## src/rtl/fetch_sequencer.sv

```systemverilog
// rtl/fetch_sequencer.sv - multi-cycle core front end: phase counter, PC, fetch tagging, redirects
//
// Purpose:
//   Owns the 4-phase cycle counter (00 -> 01 -> 10 -> 11 -> 00) and the program
//   counter of the multi-cycle core. It drives the phase and address inputs of
//   the instruction memory, tags each fetched word with its PC for decode, and
//   latches branch/jump redirects from execute. A pending redirect is applied at
//   the instruction boundary, which is the edge that leaves phase 11.
//
// Parameters:
//   PC_SIZE        width of the PC and of the branch target
//   RESET_PC       PC loaded on reset (4-byte aligned)
//
// Ports:
//   clk            single clock, all state changes on the rising edge
//   reset          synchronous active-high reset, overrides everything
//   stall          freezes phase, pc and instr_pc while high
//   branch_valid   one-cycle redirect request, sampled even while stalled
//   branch_target  redirect address, low two bits are ignored
//   phase          current phase, to instruction memory and the rest of the core
//   pc             address of the instruction being fetched
//   instr_pc       PC of the word currently on the instruction memory output
//   instr_valid    high during phase 01: instr / instr_pc are valid for decode
//   align_err      one-cycle pulse after a redirect with a misaligned target

module fetch_sequencer #(
  parameter int                 PC_SIZE  = 32,
  parameter logic [PC_SIZE-1:0] RESET_PC = '0
) (
  input  logic               clk,
  input  logic               reset,
  input  logic               stall,
  input  logic               branch_valid,
  input  logic [PC_SIZE-1:0] branch_target,
  output logic [1:0]         phase,
  output logic [PC_SIZE-1:0] pc,
  output logic [PC_SIZE-1:0] instr_pc,
  output logic               instr_valid,
  output logic               align_err
);

  typedef enum logic [1:0] {
    PH_ADDR   = 2'b00,  // address presented to instruction memory
    PH_DECODE = 2'b01,  // fetched word and its tag are valid
    PH_EXEC   = 2'b10,
    PH_COMMIT = 2'b11   // leaving this phase is the instruction boundary
  } phase_t;

  localparam logic [PC_SIZE-1:0] PC_STEP = PC_SIZE'(4);

  phase_t             state;
  phase_t             state_next;
  logic               redir_pend;
  logic [PC_SIZE-1:0] redir_target;
  logic [PC_SIZE-1:0] target_aligned;
  logic [PC_SIZE-1:0] pc_seq;
  logic [PC_SIZE-1:0] pc_commit;
  logic               commit;
  logic               target_misaligned;

  // Redirects always land on a word boundary; a misaligned request is still
  // taken, with its low bits cleared, and only flagged through align_err.
  assign target_aligned    = {branch_target[PC_SIZE-1:2], 2'b00};
  assign target_misaligned = (branch_target[1:0] != 2'b00);

  // Sequential fetch wraps modulo 2^PC_SIZE through the natural adder overflow.
  assign pc_seq = pc + PC_STEP;

  // Stall has priority over the commit: a stalled phase-11 cycle is not a boundary.
  assign commit = (state == PH_COMMIT) && !stall;

  // A request arriving in the commit cycle itself is newer than anything stored,
  // so it is used directly and never becomes pending.
  always_comb begin
    pc_commit = pc_seq;
    if (branch_valid) begin
      pc_commit = target_aligned;
    end else if (redir_pend) begin
      pc_commit = redir_target;
    end
  end

  always_comb begin
    state_next = state;
    case (state)
      PH_ADDR:   state_next = PH_DECODE;
      PH_DECODE: state_next = PH_EXEC;
      PH_EXEC:   state_next = PH_COMMIT;
      PH_COMMIT: state_next = PH_ADDR;
      default:   state_next = PH_ADDR;
    endcase
  end

  always_ff @(posedge clk) begin
    if (reset) begin
      state        <= PH_ADDR;
      pc           <= RESET_PC;
      instr_pc     <= RESET_PC;
      redir_pend   <= 1'b0;
      redir_target <= '0;
      align_err    <= 1'b0;
    end else begin
      align_err <= branch_valid && target_misaligned;

      // Redirect capture runs every cycle, stalled or not; the latest request
      // overwrites an earlier one that has not been committed yet.
      if (commit) begin
        pc         <= pc_commit;
        redir_pend <= 1'b0;
      end else if (branch_valid) begin
        redir_pend   <= 1'b1;
        redir_target <= target_aligned;
      end

      if (!stall) begin
        state <= state_next;
        // The instruction memory latches its word on the edge leaving phase 00,
        // so the tag is captured on that same edge to stay paired with it.
        if (state == PH_ADDR) begin
          instr_pc <= pc;
        end
      end
    end
  end

  assign phase       = state;
  assign instr_valid = (state == PH_DECODE);

endmodule

```

## config.mk

```make
export PLATFORM = sky130hd
export DESIGN_NAME = fetch_sequencer
export DESIGN_NICKNAME = d
export VERILOG_FILES = /design/src/rtl/fetch_sequencer.sv
export SDC_FILE = /design/constraint.sdc
export NUM_CORES = 1
export LEC_CHECK = 0
export CORE_MARGIN = 2
export CORE_UTILIZATION = 35
export CTS_BUF_LIST = sky130_fd_sc_hd__clkbuf_4 sky130_fd_sc_hd__clkbuf_8
export CTS_CLUSTER_SIZE = 30
export DETAILED_ROUTE_END_ITERATION = 8
export GPL_TIMING_DRIVEN = 1
export PLACE_DENSITY_LB_ADDON = 0.25
export RECOVER_POWER = 25
export SYNTH_ARGS = -nofsm -noshare
export SYNTH_HDL_FRONTEND = slang
export SYNTH_SLANG_ARGS = --single-unit
```

## constraint.sdc

```tcl
create_clock -name clk -period 2.25 [get_ports clk]
set_input_delay 0.45 -clock clk [delete_from_list [all_inputs] [get_ports clk]]
set_output_delay 0.45 -clock clk [all_outputs]
set_load 0.005 [all_outputs]
```

Word level (Yosys, flattened, before mapping)
Index checks and enable logic that the tools add are counted.
Word-level totals
  bits in registers: 98
  word-level logic and storage cells: 23
  output and inout bits: 68
  bits of input ports: 36
Operators by class
  bitwise operators: 2
  eq/ne operators: 3
  add/sub/neg operators: 1
  reductions and logical operators: 8
  mux-type cells: 3
Operators by type and width (number)
  $mux 32: 2
  $add 32x3->32 const B: 1
  $pmux 2 s4: 1
  $eq 2x2->1 const B: 2
  $reduce_and 2->1: 2
  $eq 2x1->1 const B: 1
  $logic_and 1x1->1: 2
  $logic_not 2->1: 1
  $not 1->1: 2
  $reduce_bool 2->1: 1
  $reduce_or 2->1: 1
  $logic_not 1->1: 1

Depth between registers and ports, before layout
  depth after elaboration: 4
  depth in mapped cells: 8
  depth with buffers taken out: 6

Worst setup path after synthesis
No wires, ideal clock.
  kind: reg-to-reg
  start point: reg pc[2]
  end point: reg pc[26]
  setup time: 62 ps
  arrival time: 2395 ps
  data required time: 2188 ps
  slack: -207 ps
  cell stages (with the launch flop): 8
  cell sequence: dfxtp_1 ha_1 nand2_1 or4_1 clkbuf_2 or4_4 or4_1 nand3_1
On the way
  word-level cells in the longest chain between the ends: 3
RTL lines
  start: declaration: RTL line 36  | output logic [PC_SIZE-1:0] pc,
  start signal: assignment: RTL line 108  | pc <= pc_commit;
  $add 32x3->32: RTL line 67  | assign pc_seq = pc + PC_STEP;
  $mux 32: RTL line 78  | end else if (redir_pend) begin
  $mux 32: RTL line 76  | if (branch_valid) begin
No other way between the ends.
A chain may end at the register's enable or synchronous reset.

Final worst setup path
  start point: reg pc[3]
  end point: reg pc[26]
The elaborated chain is that of the path after synthesis.

==> flow_metrics.tcl <==
set metrics [dict create \
    run_status "finished clean" \
    drcViolationCount 0 \
    p_per_area_mw_per_mm2 536 \
    vias_per_cell 5.31 \
    numPortBuffers 99 \
    gr-total-overflow 0 \
    core_mm2 0.0126 \
    fin_nets 742 \
    cp_max_fo 4 \
    drtIter0Drc 381 \
    htreeDepth 3 \
    ioPinCount 104 \
    cts_num_sinks 94 \
    path_delay_family "simple AND/OR/NAND/NOR gates" \
    cts.clk_slew.worst_paths_ns 0.09 \
    path_cells "ha_4, nand2_1, or4_4, or4_4, or4_1, nand3_1" \
    place_congestion 0.928 \
    dp_slack_ns 0.0309 \
    crit_path_frequent_cell "or4_4" \
    drive_above_1_share 0.121 \
    synth_area_per_cell_um2 7.63 \
    antenna_cells 0 \
    rsz0062_at_grt "false" \
    cts_root_buffer "clkbuf_8" \
    fin_crit_sh 0.946 \
    start_util 0.358 \
    fin_cells 876 \
    synth_area_mm2 0.00450 \
    worstMarginPinSlew_ns 0.668 \
    cp.required_ns 2.56 \
    antenna_found_initial 0 \
    peakVddDrop_mv 0.219 \
    die_h_um 117 \
    synth_edf_count 0 \
    post-route-min-period_ns 2.13 \
    ctsHoldBuffers 0 \
    hpwl_mm 10.2 \
    crit_arrival_ns 2.44 \
    skew_ns 0.0168 \
    synth_cell_type_count 59 \
    setup_slack_ns 0.121 \
    nFillCells 1242 \
    drv_slew 0 \
    startpoint_type "register" \
    p_leak_nw 2.14 \
    hp-class "register to register" \
    grt_pass1_wl_mm 22.7 \
    numCtsBuffers 9 \
    p_clk_frac 0.336 \
    clock_latency_ns 0.37 \
    max-clock-path-buffers 2 \
    wl_mm 14.0 \
    hold_ws_ns 0.454 \
    intPower_mw 2.39 \
    ys.flop_type "dfxtp_1" \
    drt_first_pass_iters 5 \
    grt_start_max_net_pins 47 \
    p_switching_mw 0.861 \
    ys_warn_count 0 \
    crit_buf_inv 0 \
    hold_violations 0 \
    crit_path_max_incr_delay_ns 0.50 \
    die_w_um 117 \
    syn_to_final_growth_pct 34.6 \
    fin_tns_setup_ns 0 \
    cap_violations 0 \
    finalSetupViolCount 0 \
    async_reset_ff_frac 0 \
    crit_path_end_kind "register" \
    synth-seq-cells 94 \
    path_class "register to register" \
    routedWlPerCell_um 16.0 \
    ctsResizeCount 0 \
    ant_nets 0 \
    slew_headroom 0.555 \
    die_area_mm2 0.0138 \
    seqPwrFrac 0.535 \
    combPwrFrac 0.128 \
    syn_inst 590 \
    grt_pass1_vias 4502 \
    cts_tree "built" \
    ys_seq_area_frac 0.418 \
    swShare 0.265 \
    cp_slowest_cell "or4_4" \
    dpl.cell_count 861 \
    grt.total_usage 0.202 \
    fp-row-count 41 \
    vias 4648 \
    cts_setup_buffers 0 \
    fmax_ghz 0.470 \
]
layout make-up:
class                   instances  area [um2]  area share
clock buffers                  13         173      0.0285
clock inverters                 2        16.3     0.00269
inverters                       9        33.8     0.00558
multi-input cells             439        2370       0.392
flip-flops and latches         94        1900       0.313
well taps                     172         215      0.0355
repair buffers                147        1350       0.223
sequential cells by signal, summed over array words and instances (netlist names):
| register | flops |
|---|---|
| pc | 30 |
| phase | 2 |
| align_err | 1 |
| instr_pc | 30 |
| redir_target | 30 |
| redir_pend | 1 |
kinds of logic (layout without fill, tap and decap cells):
kind of cell	count (synthesis)	in the layout	synth area share
AOI/OAI and AO/OA	167	167	0.224
xor gates and xnor gates	11	11	0.0214
adders and majority gates	6	6	0.0167
buffers and inverters	60	171	0.0617
DFF	94	94	0.418
muxes	6	6	0.0136
other	1	4	0.000833
and+or+nand+nor	245	245	0.243
stage by stage:
| stage | instance area (um2) | util | power [mW] |
|---|---|---|---|
| floorplan | 4550 | - | 1.99 |
| global placement | 5890 | 0.468 | 2.19 |
| detailed placement | 5890 | 0.468 | 2.20 |
| CTS | 6080 | 0.483 | 3.28 |
| global route | 6060 | 0.482 | 3.38 |
| finish | 6060 | 0.482 | 3.25 |
worst min-delay path, cell delays in order (launching register included):
cell and delay (ns):
dfxtp_1 0.32, nand2_1 0.05, a21oi_1 0.05
Yosys cell counts, drive strengths merged (2+ instances only):
cell     instances  share of area
nand2          148           0.12
dfxtp           94           0.42
a21oi           77          0.086
clkbuf          39          0.035
nor2            33          0.028
o21ai           28          0.031
nand3           15          0.017
nor3            12          0.013
o22ai           12          0.017
buf             11          0.017
xor2            10          0.019
inv              9         0.0075
a31oi            8          0.011
a211oi           7          0.012
nand4            7          0.013
ha               6          0.017
a221o            5          0.011
and3             5         0.0075
mux2i            5          0.011
nand2b           5         0.0070
and4             4         0.0083
nor4             4         0.0070
a22oi            3         0.0050
a41oi            3         0.0058
nor2b            3         0.0042
o211ai           3         0.0050
o221ai           3         0.0058
o31ai            3         0.0050
or4              3         0.0058
a2111oi          2         0.0039
a221oi           2         0.0039
nor3b            2         0.0033
o2bb2ai          2         0.0039
power by group through the flow:
stage / Combinational [mW] / Sequential (mW) / Clock (mW)
final: 0.417 / 1.74 / 1.09
after global routing: 0.455 / 1.75 / 1.18
after CTS: 0.425 / 1.74 / 1.12
after detailed placement: 0.423 / 1.78 / 0
after global placement: 0.415 / 1.78 / 0
after floorplan: 0.223 / 1.77 / 0
final timing paths:
path / startpoint / endpoint / slack [ns] / cells after the start
setup / recovery: pc[3] / pc[26] / 0.12 / 6
hold / removal: instr_pc[10] / instr_pc[10] / 0.45 / 2
hold reg to reg: instr_pc[10] / instr_pc[10] / 0.45 / 2
setup reg to reg: pc[3] / pc[26] / 0.12 / 6
cells in the final DEF, fill, tap and decap left out, types with 4 or more instances in the layout:
master           count
o21ai_0             28
dfxtp_2              5
ha_1                 5
a221o_1              5
a211oi_1             7
xor2_1              10
a31oi_1              8
dfxtp_1             87
nand2_1            148
nand2b_1             5
nor3_1              12
buf_4               44
a21oi_1             77
conb_1               4
nand3_1             15
inv_1                9
mux2i_1              5
clkbuf_8            12
clkdlybuf4s50_1     92
nor2_1              32
o22ai_1             12
nand4_1              6
dlygate4sd3_1        6
layer usage:
| layer | part of all wire | global-route usage | up-vias |
|---|---|---|---|
| li1 | - | - | 2267 |
| met4 | 0.028 | 0.0904 | 0 |
| met2 | 0.47 | 0.332 | 175 |
| met1 | 0.45 | 0.259 | 2171 |
| met5 | 0 | 0 | - |
| met3 | 0.057 | 0.0345 | 35 |
Note: power is estimated with default switching activity, not from simulation.
